**config.mk**
```make
export PLATFORM = sky130hd
export DESIGN_NAME = issue_queue_flat
export DESIGN_NICKNAME = d
export VERILOG_FILES = /design/src/rtl/issue_queue_if.sv /design/src/rtl/issue_queue.sv /design/src/flat_wrapper.sv
export SDC_FILE = /design/constraint.sdc
export NUM_CORES = 2
export LEC_CHECK = 0
export CORE_MARGIN = 4
export CORE_UTILIZATION = 30
export CTS_CLUSTER_DIAMETER = 150
export DETAILED_ROUTE_END_ITERATION = 8
export SYNTH_ARGS = -nofsm -noshare
export SYNTH_HDL_FRONTEND = slang
export SYNTH_SLANG_ARGS = --single-unit
```
**constraint.sdc**
```tcl
create_clock -name clk -period 4.17 [get_ports clk]
set_input_delay 0.417 -clock clk [delete_from_list [all_inputs] [get_ports clk]]
set_output_delay 0.417 -clock clk [all_outputs]
set_load 0.02 [all_outputs]
```
**src/rtl/issue_queue_if.sv**
```systemverilog
// rtl/issue_queue_if.sv - enqueue, wakeup and issue signal bundle for issue_queue
interface issue_queue_if #(
  parameter int PHY_BITS  = 6,
  parameter int TAG_BITS  = 4,
  parameter int PAYLOAD_W = 48
);
  // Enqueue side (from rename)
  logic                 in_valid;
  logic                 in_ready;
  logic [PHY_BITS-1:0]  in_rs_phy;
  logic                 in_rs_ready;
  logic [PHY_BITS-1:0]  in_rt_phy;
  logic                 in_rt_ready;
  logic [PHY_BITS-1:0]  in_rw_phy;
  logic [TAG_BITS-1:0]  in_rob_tag;
  logic [PAYLOAD_W-1:0] in_payload;

  // Writeback wakeup broadcast
  logic                 wb_valid;
  logic [PHY_BITS-1:0]  wb_phy;

  // Issue side (to execute)
  logic                 out_valid;
  logic                 out_ready;
  logic [PHY_BITS-1:0]  out_rs_phy;
  logic [PHY_BITS-1:0]  out_rt_phy;
  logic [PHY_BITS-1:0]  out_rw_phy;
  logic [TAG_BITS-1:0]  out_rob_tag;
  logic [PAYLOAD_W-1:0] out_payload;

  modport slave (
    input  in_valid, in_rs_phy, in_rs_ready, in_rt_phy, in_rt_ready,
           in_rw_phy, in_rob_tag, in_payload,
           wb_valid, wb_phy, out_ready,
    output in_ready, out_valid, out_rs_phy, out_rt_phy, out_rw_phy,
           out_rob_tag, out_payload
  );

  modport master (
    output in_valid, in_rs_phy, in_rs_ready, in_rt_phy, in_rt_ready,
           in_rw_phy, in_rob_tag, in_payload,
           wb_valid, wb_phy, out_ready,
    input  in_ready, out_valid, out_rs_phy, out_rt_phy, out_rw_phy,
           out_rob_tag, out_payload
  );
endinterface

```
**src/rtl/issue_queue.sv**
```systemverilog
// rtl/issue_queue.sv - collapsing out-of-order issue queue; ISSUE_QUEUE_STATS_EN adds full/issue counters
module issue_queue #(
  parameter int DEPTH     = 8,
  parameter int PHY_BITS  = 6,
  parameter int TAG_BITS  = 4,
  parameter int PAYLOAD_W = 48
) (
  input  logic                     clk,
  input  logic                     rst_n,
  input  logic                     flush,
  issue_queue_if.slave             q,
  output logic [$clog2(DEPTH):0]   count
`ifdef ISSUE_QUEUE_STATS_EN
  ,
  output logic [31:0]              stat_full_cycles,
  output logic [31:0]              stat_issued
`endif
);

  localparam int IW = $clog2(DEPTH);
  localparam int CW = $clog2(DEPTH) + 1;

  // Per-slot state; slot 0 holds the oldest entry, valid slots are contiguous
  logic                 valid_q  [DEPTH];
  logic                 valid_d  [DEPTH];
  logic                 rs_rdy_q [DEPTH];
  logic                 rs_rdy_d [DEPTH];
  logic                 rt_rdy_q [DEPTH];
  logic                 rt_rdy_d [DEPTH];
  logic [PHY_BITS-1:0]  rs_phy_q [DEPTH];
  logic [PHY_BITS-1:0]  rs_phy_d [DEPTH];
  logic [PHY_BITS-1:0]  rt_phy_q [DEPTH];
  logic [PHY_BITS-1:0]  rt_phy_d [DEPTH];
  logic [PHY_BITS-1:0]  rw_phy_q [DEPTH];
  logic [PHY_BITS-1:0]  rw_phy_d [DEPTH];
  logic [TAG_BITS-1:0]  tag_q    [DEPTH];
  logic [TAG_BITS-1:0]  tag_d    [DEPTH];
  logic [PAYLOAD_W-1:0] pay_q    [DEPTH];
  logic [PAYLOAD_W-1:0] pay_d    [DEPTH];
  logic [CW-1:0]        count_q;
  logic [CW-1:0]        count_d;

  // Wakeup-adjusted ready bits of the currently held entries
  logic                 rs_woken [DEPTH];
  logic                 rt_woken [DEPTH];

  logic                 sel_found;
  logic [IW-1:0]        sel_idx;
  logic                 in_ready_int;
  logic                 issue;
  logic                 enq;
  logic [CW-1:0]        enq_pos;
  logic                 enq_rs_rdy;
  logic                 enq_rt_rdy;

  // Accept only when a slot is free in registered state; no pass-through when full
  assign in_ready_int = (count_q < CW'(DEPTH));
  assign q.in_ready   = in_ready_int;
  assign count        = count_q;

  // Oldest-first select: scan from the top so the lowest ready slot wins
  always_comb begin
    sel_found = 1'b0;
    sel_idx   = '0;
    for (int i = DEPTH - 1; i >= 0; i--) begin
      if (valid_q[i] && rs_rdy_q[i] && rt_rdy_q[i]) begin
        sel_found = 1'b1;
        sel_idx   = IW'(i);
      end
    end
  end

  assign q.out_valid   = sel_found;
  assign q.out_rs_phy  = sel_found ? rs_phy_q[sel_idx] : '0;
  assign q.out_rt_phy  = sel_found ? rt_phy_q[sel_idx] : '0;
  assign q.out_rw_phy  = sel_found ? rw_phy_q[sel_idx] : '0;
  assign q.out_rob_tag = sel_found ? tag_q[sel_idx]    : '0;
  assign q.out_payload = sel_found ? pay_q[sel_idx]    : '0;

  assign issue   = sel_found & q.out_ready;
  assign enq     = q.in_valid & in_ready_int;
  // A simultaneous issue frees a slot below, so the new entry lands one lower
  assign enq_pos = count_q - CW'(issue);

  // Incoming sources: already ready, woken this very cycle, or the hardwired zero register
  assign enq_rs_rdy = q.in_rs_ready | (q.wb_valid & (q.wb_phy == q.in_rs_phy)) |
                      (q.in_rs_phy == '0);
  assign enq_rt_rdy = q.in_rt_ready | (q.wb_valid & (q.wb_phy == q.in_rt_phy)) |
                      (q.in_rt_phy == '0);

  // Apply the writeback broadcast to every held entry before any shifting
  always_comb begin
    for (int i = 0; i < DEPTH; i++) begin
      rs_woken[i] = rs_rdy_q[i] | (q.wb_valid & (q.wb_phy == rs_phy_q[i]));
      rt_woken[i] = rt_rdy_q[i] | (q.wb_valid & (q.wb_phy == rt_phy_q[i]));
    end
  end

  // Next state: hold, collapse above the issued slot, append new entry, then flush override
  always_comb begin
    count_d = count_q + CW'(enq) - CW'(issue);

    for (int i = 0; i < DEPTH; i++) begin
      rs_rdy_d[i] = rs_woken[i];
      rt_rdy_d[i] = rt_woken[i];
      rs_phy_d[i] = rs_phy_q[i];
      rt_phy_d[i] = rt_phy_q[i];
      rw_phy_d[i] = rw_phy_q[i];
      tag_d[i]    = tag_q[i];
      pay_d[i]    = pay_q[i];
    end

    for (int i = 0; i < DEPTH - 1; i++) begin
      if (issue && (IW'(i) >= sel_idx)) begin
        rs_rdy_d[i] = rs_woken[i+1];
        rt_rdy_d[i] = rt_woken[i+1];
        rs_phy_d[i] = rs_phy_q[i+1];
        rt_phy_d[i] = rt_phy_q[i+1];
        rw_phy_d[i] = rw_phy_q[i+1];
        tag_d[i]    = tag_q[i+1];
        pay_d[i]    = pay_q[i+1];
      end
    end

    for (int i = 0; i < DEPTH; i++) begin
      if (enq && (CW'(i) == enq_pos)) begin
        rs_rdy_d[i] = enq_rs_rdy;
        rt_rdy_d[i] = enq_rt_rdy;
        rs_phy_d[i] = q.in_rs_phy;
        rt_phy_d[i] = q.in_rt_phy;
        rw_phy_d[i] = q.in_rw_phy;
        tag_d[i]    = q.in_rob_tag;
        pay_d[i]    = q.in_payload;
      end
    end

    if (flush) begin
      count_d = '0;
    end

    // Occupancy is contiguous from slot 0, so valid follows directly from the new count
    for (int i = 0; i < DEPTH; i++) begin
      valid_d[i] = (CW'(i) < count_d);
    end
  end

  // State registers with synchronous active-low reset
  always_ff @(posedge clk) begin
    if (!rst_n) begin
      count_q <= '0;
      for (int i = 0; i < DEPTH; i++) begin
        valid_q[i]  <= 1'b0;
        rs_rdy_q[i] <= 1'b0;
        rt_rdy_q[i] <= 1'b0;
        rs_phy_q[i] <= '0;
        rt_phy_q[i] <= '0;
        rw_phy_q[i] <= '0;
        tag_q[i]    <= '0;
        pay_q[i]    <= '0;
      end
    end else begin
      count_q <= count_d;
      for (int i = 0; i < DEPTH; i++) begin
        valid_q[i]  <= valid_d[i];
        rs_rdy_q[i] <= rs_rdy_d[i];
        rt_rdy_q[i] <= rt_rdy_d[i];
        rs_phy_q[i] <= rs_phy_d[i];
        rt_phy_q[i] <= rt_phy_d[i];
        rw_phy_q[i] <= rw_phy_d[i];
        tag_q[i]    <= tag_d[i];
        pay_q[i]    <= pay_d[i];
      end
    end
  end

`ifdef ISSUE_QUEUE_STATS_EN
  logic [31:0] stat_full_cycles_q;
  logic [31:0] stat_full_cycles_d;
  logic [31:0] stat_issued_q;
  logic [31:0] stat_issued_d;

  // Saturating counters; flush leaves them alone and a flushed issue is not counted
  always_comb begin
    stat_full_cycles_d = stat_full_cycles_q;
    stat_issued_d      = stat_issued_q;
    if (!in_ready_int && q.in_valid && (stat_full_cycles_q != '1)) begin
      stat_full_cycles_d = stat_full_cycles_q + 32'd1;
    end
    if (issue && !flush && (stat_issued_q != '1)) begin
      stat_issued_d = stat_issued_q + 32'd1;
    end
  end

  // Statistics registers, cleared only by reset
  always_ff @(posedge clk) begin
    if (!rst_n) begin
      stat_full_cycles_q <= '0;
      stat_issued_q      <= '0;
    end else begin
      stat_full_cycles_q <= stat_full_cycles_d;
      stat_issued_q      <= stat_issued_d;
    end
  end

  assign stat_full_cycles = stat_full_cycles_q;
  assign stat_issued      = stat_issued_q;
`endif

endmodule

```
**src/flat_wrapper.sv**
```systemverilog
// flat-port wrapper written by rule: the top's interface ports become plain ports
module issue_queue_flat 
#(
  parameter int DEPTH     = 8,
  parameter int PHY_BITS  = 6,
  parameter int TAG_BITS  = 4,
  parameter int PAYLOAD_W = 48
)
  (clk, rst_n, flush, count, q_in_valid, q_in_rs_phy, q_in_rs_ready, q_in_rt_phy, q_in_rt_ready, q_in_rw_phy, q_in_rob_tag, q_in_payload, q_wb_valid, q_wb_phy, q_out_ready, q_in_ready, q_out_valid, q_out_rs_phy, q_out_rt_phy, q_out_rw_phy, q_out_rob_tag, q_out_payload);
  issue_queue_if #(.PHY_BITS(PHY_BITS), .TAG_BITS(TAG_BITS), .PAYLOAD_W(PAYLOAD_W)) q_i ();
  input  logic clk;
  input  logic rst_n;
  input  logic flush;
  output logic [$clog2(DEPTH):0] count;
  input wire logic [$bits(q_i.in_valid)-1:0] q_in_valid;
  input wire logic [$bits(q_i.in_rs_phy)-1:0] q_in_rs_phy;
  input wire logic [$bits(q_i.in_rs_ready)-1:0] q_in_rs_ready;
  input wire logic [$bits(q_i.in_rt_phy)-1:0] q_in_rt_phy;
  input wire logic [$bits(q_i.in_rt_ready)-1:0] q_in_rt_ready;
  input wire logic [$bits(q_i.in_rw_phy)-1:0] q_in_rw_phy;
  input wire logic [$bits(q_i.in_rob_tag)-1:0] q_in_rob_tag;
  input wire logic [$bits(q_i.in_payload)-1:0] q_in_payload;
  input wire logic [$bits(q_i.wb_valid)-1:0] q_wb_valid;
  input wire logic [$bits(q_i.wb_phy)-1:0] q_wb_phy;
  input wire logic [$bits(q_i.out_ready)-1:0] q_out_ready;
  output wire logic [$bits(q_i.in_ready)-1:0] q_in_ready;
  output wire logic [$bits(q_i.out_valid)-1:0] q_out_valid;
  output wire logic [$bits(q_i.out_rs_phy)-1:0] q_out_rs_phy;
  output wire logic [$bits(q_i.out_rt_phy)-1:0] q_out_rt_phy;
  output wire logic [$bits(q_i.out_rw_phy)-1:0] q_out_rw_phy;
  output wire logic [$bits(q_i.out_rob_tag)-1:0] q_out_rob_tag;
  output wire logic [$bits(q_i.out_payload)-1:0] q_out_payload;
  assign q_i.in_valid = q_in_valid;
  assign q_i.in_rs_phy = q_in_rs_phy;
  assign q_i.in_rs_ready = q_in_rs_ready;
  assign q_i.in_rt_phy = q_in_rt_phy;
  assign q_i.in_rt_ready = q_in_rt_ready;
  assign q_i.in_rw_phy = q_in_rw_phy;
  assign q_i.in_rob_tag = q_in_rob_tag;
  assign q_i.in_payload = q_in_payload;
  assign q_i.wb_valid = q_wb_valid;
  assign q_i.wb_phy = q_wb_phy;
  assign q_i.out_ready = q_out_ready;
  assign q_in_ready = q_i.in_ready;
  assign q_out_valid = q_i.out_valid;
  assign q_out_rs_phy = q_i.out_rs_phy;
  assign q_out_rt_phy = q_i.out_rt_phy;
  assign q_out_rw_phy = q_i.out_rw_phy;
  assign q_out_rob_tag = q_i.out_rob_tag;
  assign q_out_payload = q_i.out_payload;
  issue_queue #(.DEPTH(DEPTH), .PHY_BITS(PHY_BITS), .TAG_BITS(TAG_BITS), .PAYLOAD_W(PAYLOAD_W)) u_core (.clk(clk), .rst_n(rst_n), .flush(flush), .q(q_i), .count(count));
endmodule
```
Yosys cells after proc, flatten, opt, wreduce, memory -nomap -nowiden
Memories as Yosys holds them, arrays and structs flattened.
Index checks and enable logic that the tools add are counted.
{ "totals": {"ramBits": 584, "output_inout_bits": 76, "memories": 8, "ff_bits": 4, "input_bits": 84} }
{ "memory_table": {"columns": ["memory", "words", "width", "rd", "rd_ports_with_merged_regs", "wr", "line_no", "source"], "rows": [
  ["u_core.pay_q", 8, 48, 8, 0, 8, "issue_queue.sv:38", "logic [PAYLOAD_W-1:0] pay_q [DEPTH];"],
  ["u_core.rs_phy_q", 8, 6, 9, 0, 8, "issue_queue.sv:30", "logic [PHY_BITS-1:0] rs_phy_q [DEPTH];"],
  ["u_core.rt_phy_q", 8, 6, 9, 0, 8, "issue_queue.sv:32", "logic [PHY_BITS-1:0] rt_phy_q [DEPTH];"],
  ["u_core.rw_phy_q", 8, 6, 8, 0, 8, "issue_queue.sv:34", "logic [PHY_BITS-1:0] rw_phy_q [DEPTH];"],
  ["u_core.tag_q", 8, 4, 8, 0, 8, "issue_queue.sv:36", "logic [TAG_BITS-1:0] tag_q [DEPTH];"],
  ["u_core.rs_rdy_q", 8, 1, 8, 0, 8, "issue_queue.sv:26", "logic rs_rdy_q [DEPTH];"],
  ["+2 memories", null, null, null, null, null, null, null]
]} }
{ "op_classes": {"bitwise": 104, "n_mux": 193, "add_sub_neg": 3, "reduce_logical": 35, "eq_ne": 26, "magnitude_cmp": 16} }
{ "op_table": {"columns": ["op", "n"], "rows": [
  ["2-to-1 mux 48 bit", 24],
  ["2-to-1 mux 6 bit", 72],
  ["equality test 6 bit", 18],
  ["2-to-1 mux 4 bit", 25],
  ["bitwise OR 1 bit", 84],
  ["2-to-1 mux 1 bit", 64],
  ["logical AND 1 bit", 31],
  ["2-to-1 mux 3 bit", 8],
  ["AND 1 bit", 20],
  ["equality test 3 x 4 -> 1 bit (first input constant)", 4],
  ["less-than comparator 3 x 4 -> 1 bit (first input constant)", 4],
  ["zero test 6 bit", 2],
  [">= comparator 3 bit (first input constant)", 3],
  ["equality test 2 x 4 -> 1 bit (first input constant)", 2],
  ["less-than comparator 1 x 4 -> 1 bit (first input constant)", 2],
  ["less-than comparator 2 x 4 -> 1 bit (first input constant)", 2],
  ["subtractor 4 x 1 -> 4 bit", 2],
  [">= comparator 1 x 3 -> 1 bit (first input constant)", 2],
  [">= comparator 2 x 3 -> 1 bit (first input constant)", 2],
  ["adder 4 x 1 -> 4 bit", 1],
  ["equality test 1 x 4 -> 1 bit (first input constant)", 1],
  ["zero test 4 bit", 1],
  ["less-than comparator 4 bit (second input constant)", 1],
  ["inequality test 2 bit (second input constant)", 1],
  ["AND reduction 2 bit", 1]
]} }

Depth between registers and ports, before layout
{ "logic_depth": {"word_depth": 17, "ltp_mapped": 17, "depth_no_buf": 12} }

Worst setup path before layout
Ideal clock, no wire load.
{ "synth_path": {"kind": "register to register", "from": "memory u_core.rt_rdy_q[2][0] (netlist: u_core.rt_rdy_q[0][2])", "to": "memory u_core.pay_q[0][0], enable pin", "synth_period_minus_slack_ns": 4.498, "arrival_time_ns": 3.700, "t_required_ns": 3.372, "stages_incl_launch_ff": 13, "n_path_buf": 4, "path_slack_ns": -0.328, "cell_sequence": "dfxtp_1 > nand3_1 > and2_1 > buf_4 > a41o_1 > buf_6 > or2_2 > ha_1 > nor3b_1 > nand3_1 > buf_2 > clkbuf_1 > nand3_1"} }
{ "synth_lines": {"columns": ["element", "line_no", "source"], "rows": [
  ["from (decl)", "issue_queue.sv:28", "logic rt_rdy_q [DEPTH];"],
  ["to (decl)", "issue_queue.sv:38", null]
]} }

==> summary.txt <==
Slew Limit Headroom - 31.1%
vias - 29400
CP arrival - 3.68 ns
Pwr per Cell Area - 345 nW/um^2
Clock Latency Late Sink - 0.63 ns
Initial DRC Count - 3105
Mapped Nets - 3638
GRT Util Overall - 21.8%
Detailed Place HPWL - 76000 um
Yosys reg bits - 587
Clock Skew - 0.0342 ns
kind of start point of the critical path - register
vias in the first global route - 28900
Design Power - 0.0132 W
num ports - 160
routability cong. - 0.876
Mapped Area - 32600 um^2
multi-input logic area - 18700 um^2
sequential share of the synthesized area - 37.9%
dominant synthesized flop cell - dfxtp_1
area added between synthesis and finish - 17.8%
Final Hold Vio Count - 0
Placed Instances - 4845
initial antenna violation count - 11
die height - 337 um
H-tree depth - 3
worst setup path end - q_out_payload[16]
share of layout cells above drive strength 1 - 16.8%
Crit. End Element - output pin
die area - 114000 um^2
outcome - completed
synthesized area per cell - 9.18 um^2
crit-path max FO - 42
Site Rows - 120
FF-to-FF path depth - 10
critical setup path kind - register to output pin
maxcap violations - 0
design area - 38400 um^2
Slew Viols, Final - 0
largest net degree at the start of global routing - 104
first drt pass iteration count - 6
CP required - 3.75 ns
CTS root buf - clkbuf_16
Worst Tran Pin Value - 1.03 ns
Post-route DRC - 0
Final period util - 98.1%
CTS Buffer Depth - 3
Final Instance Count excl. Fillers - 4986
Worst R2R End - u_core.rw_phy_q[0][4]
P_leak - 14.8 nW
Initial Util - 30.3%
FILL cells - 10800
first-pass GRT wire length - 191000 um
CTS Buf Count - 72
Sum Neg Setup Slack - 0 ns
Syn. warnings - 0
critical path startpoint - u_core.rt_rdy_q[0][2]
drt wl/cell - 25.7 um
worst reg2reg setup slack - 0.42 ns
setup violators final - 0
Port Buffer Count - 159
most common cell after layout, fill and taps aside - dfxtp_1
placement-stage cell area - 35900 um^2
worst hold slack - 0.278 ns
highest-count cells in the layout ignoring fill and taps - 529 x dfxtp_1, 432 x nand2_1, 429 x mux2i_1
fmax - 244 MHz
Routed WL - 128000 um
unrepaired setup endpoints after global routing - false
die width - 337 um
worst min-delay path class - input port to register
CTS tree - done
clk sinks - 587
Overflow after GRT - 0
VDD IR max - 244 uV
CORE AREA - 107000 um^2
min Tclk post-route - 4.09 ns
post-synthesis cell count - 3548
number of synthesized flops with an enable pin - 58
clock-pin slew on the worst setup and hold paths - 0.06 ns
Nets - 3607
vias per inst - 5.90
register area - 12300 um^2
number of routed nets with antenna violations - 0
share of flip-flops with an asynchronous set or reset - 0%
Critical R2R Launch - u_core.rt_rdy_q[0][2]
Yosys cell types - 56
registers in the layout, indices dropped and copies added, names as in the netlist:
register / flops
u_core.rt_rdy_q: 8
u_core.rt_phy_q: 48
u_core.count: 4
u_core.pay_q: 384
u_core.tag_q: 32
u_core.rs_phy_q: 48
u_core.valid_q: 7
u_core.rw_phy_q: 48
u_core.rs_rdy_q: 8
power by group:
group	internal [W]	switching, W
logic	0.000336	0.000618
registers	0.00582	0.0000732
clock network	0.00376	0.00261
area by class of cell:
cell class | instances | share of cell area [%]
diodes | 7 | 0.0457
clock buffers | 106 | 5.59
clock inverters | 27 | 0.597
inverters | 10 | 0.137
multi-input cells | 2566 | 48.8
flip-flops and latches | 587 | 32.2
well taps | 1403 | 4.58
repair buffers | 280 | 8.13
logic make-up (layout without fill, tap and decap cells):
| logic type | count (synthesis) | count (layout) | share of synthesized area (%) |
|---|---|---|---|
| other | 0 | 7 | 0 |
| muxes | 571 | 571 | 18.1 |
| xor gates and xnor gates | 113 | 113 | 3.10 |
| DFF | 587 | 587 | 37.9 |
| adders and majority gates | 6 | 6 | 0.254 |
| buffers and inverters | 395 | 423 | 5.49 |
| and+or+nand+nor | 1027 | 1027 | 13.3 |
| AOI/OAI and AO/OA | 849 | 849 | 21.9 |
worst min-delay path by stage:
stage,from,endpoint,slack [ns],cells after the start
final,rst_n,u_core.pay_q[7][27],0.28,3
after global routing,rst_n,u_core.pay_q[7][27],0.30,3
after CTS,rst_n,u_core.pay_q[1][1],0.26,3
after detailed placement,u_core.pay_q[7][24],u_core.pay_q[7][24],0.46,2
after global placement,u_core.pay_q[7][19],u_core.pay_q[7][19],0.46,2
after floorplan,u_core.pay_q[7][0],u_core.pay_q[7][0],0.45,2
layer usage:
metal	vias up	routed length (um)	GRT usage [%]
li1	13100	-	-
met1	14500	52600	28.0
met2	1497	59800	35.7
met3	312	10500	3.69
met4	10	5420	9.87
met5	-	69	0
per-stage QoR:
| stage | worst slack, ns | utilization, % |
|---|---|---|
| 2_1_floorplan | 0.397 | - |
| 3_3_place_gp | 0.340 | 33.5 |
| 3_5_place_dp | 0.353 | 33.5 |
| 4_1_cts | 0.0748 | 35.7 |
| 5_1_grt | 0.0144 | 35.7 |
| 6_report | 0.0777 | 35.7 |
repair_timing:
action / in CTS / in global routing
endpoints found under the setup margin: 34 / 2
setup buffers: 1 / 0
hold buffers: 0 / 0
resized for setup: 3 / 3
synthesized netlist by cell type, drive strengths merged (10+ instances only):
library cell	instances	area, um^2
a21oi	10	50.1
dfxtp	529	10600
o21ai	140	701
xor2	80	719
nor2	241	910
o22ai	150	938
o31ai	14	105
nor3	236	1180
clkbuf	258	968
o221ai	122	1070
nand2	441	1660
a311oi	70	1040
a211oi	222	2250
a211o	12	105
edfxtp	58	1740
mux2i	429	4290
nand3	73	365
o211ai	75	563
xnor2	33	289
buf	127	781
mux2	142	1600
worst max-delay path: stages (launching register included):
cell,delay (ns)
dfxtp_1,0.34
nand3_1,0.22
and2_4,0.37
buf_8,0.45
nor2_1,0.08
o21ai_0,0.24
o221ai_1,0.15
o22ai_1,0.46
clkdlybuf4s50_1,0.71
Power figures use the tool's default switching activity.
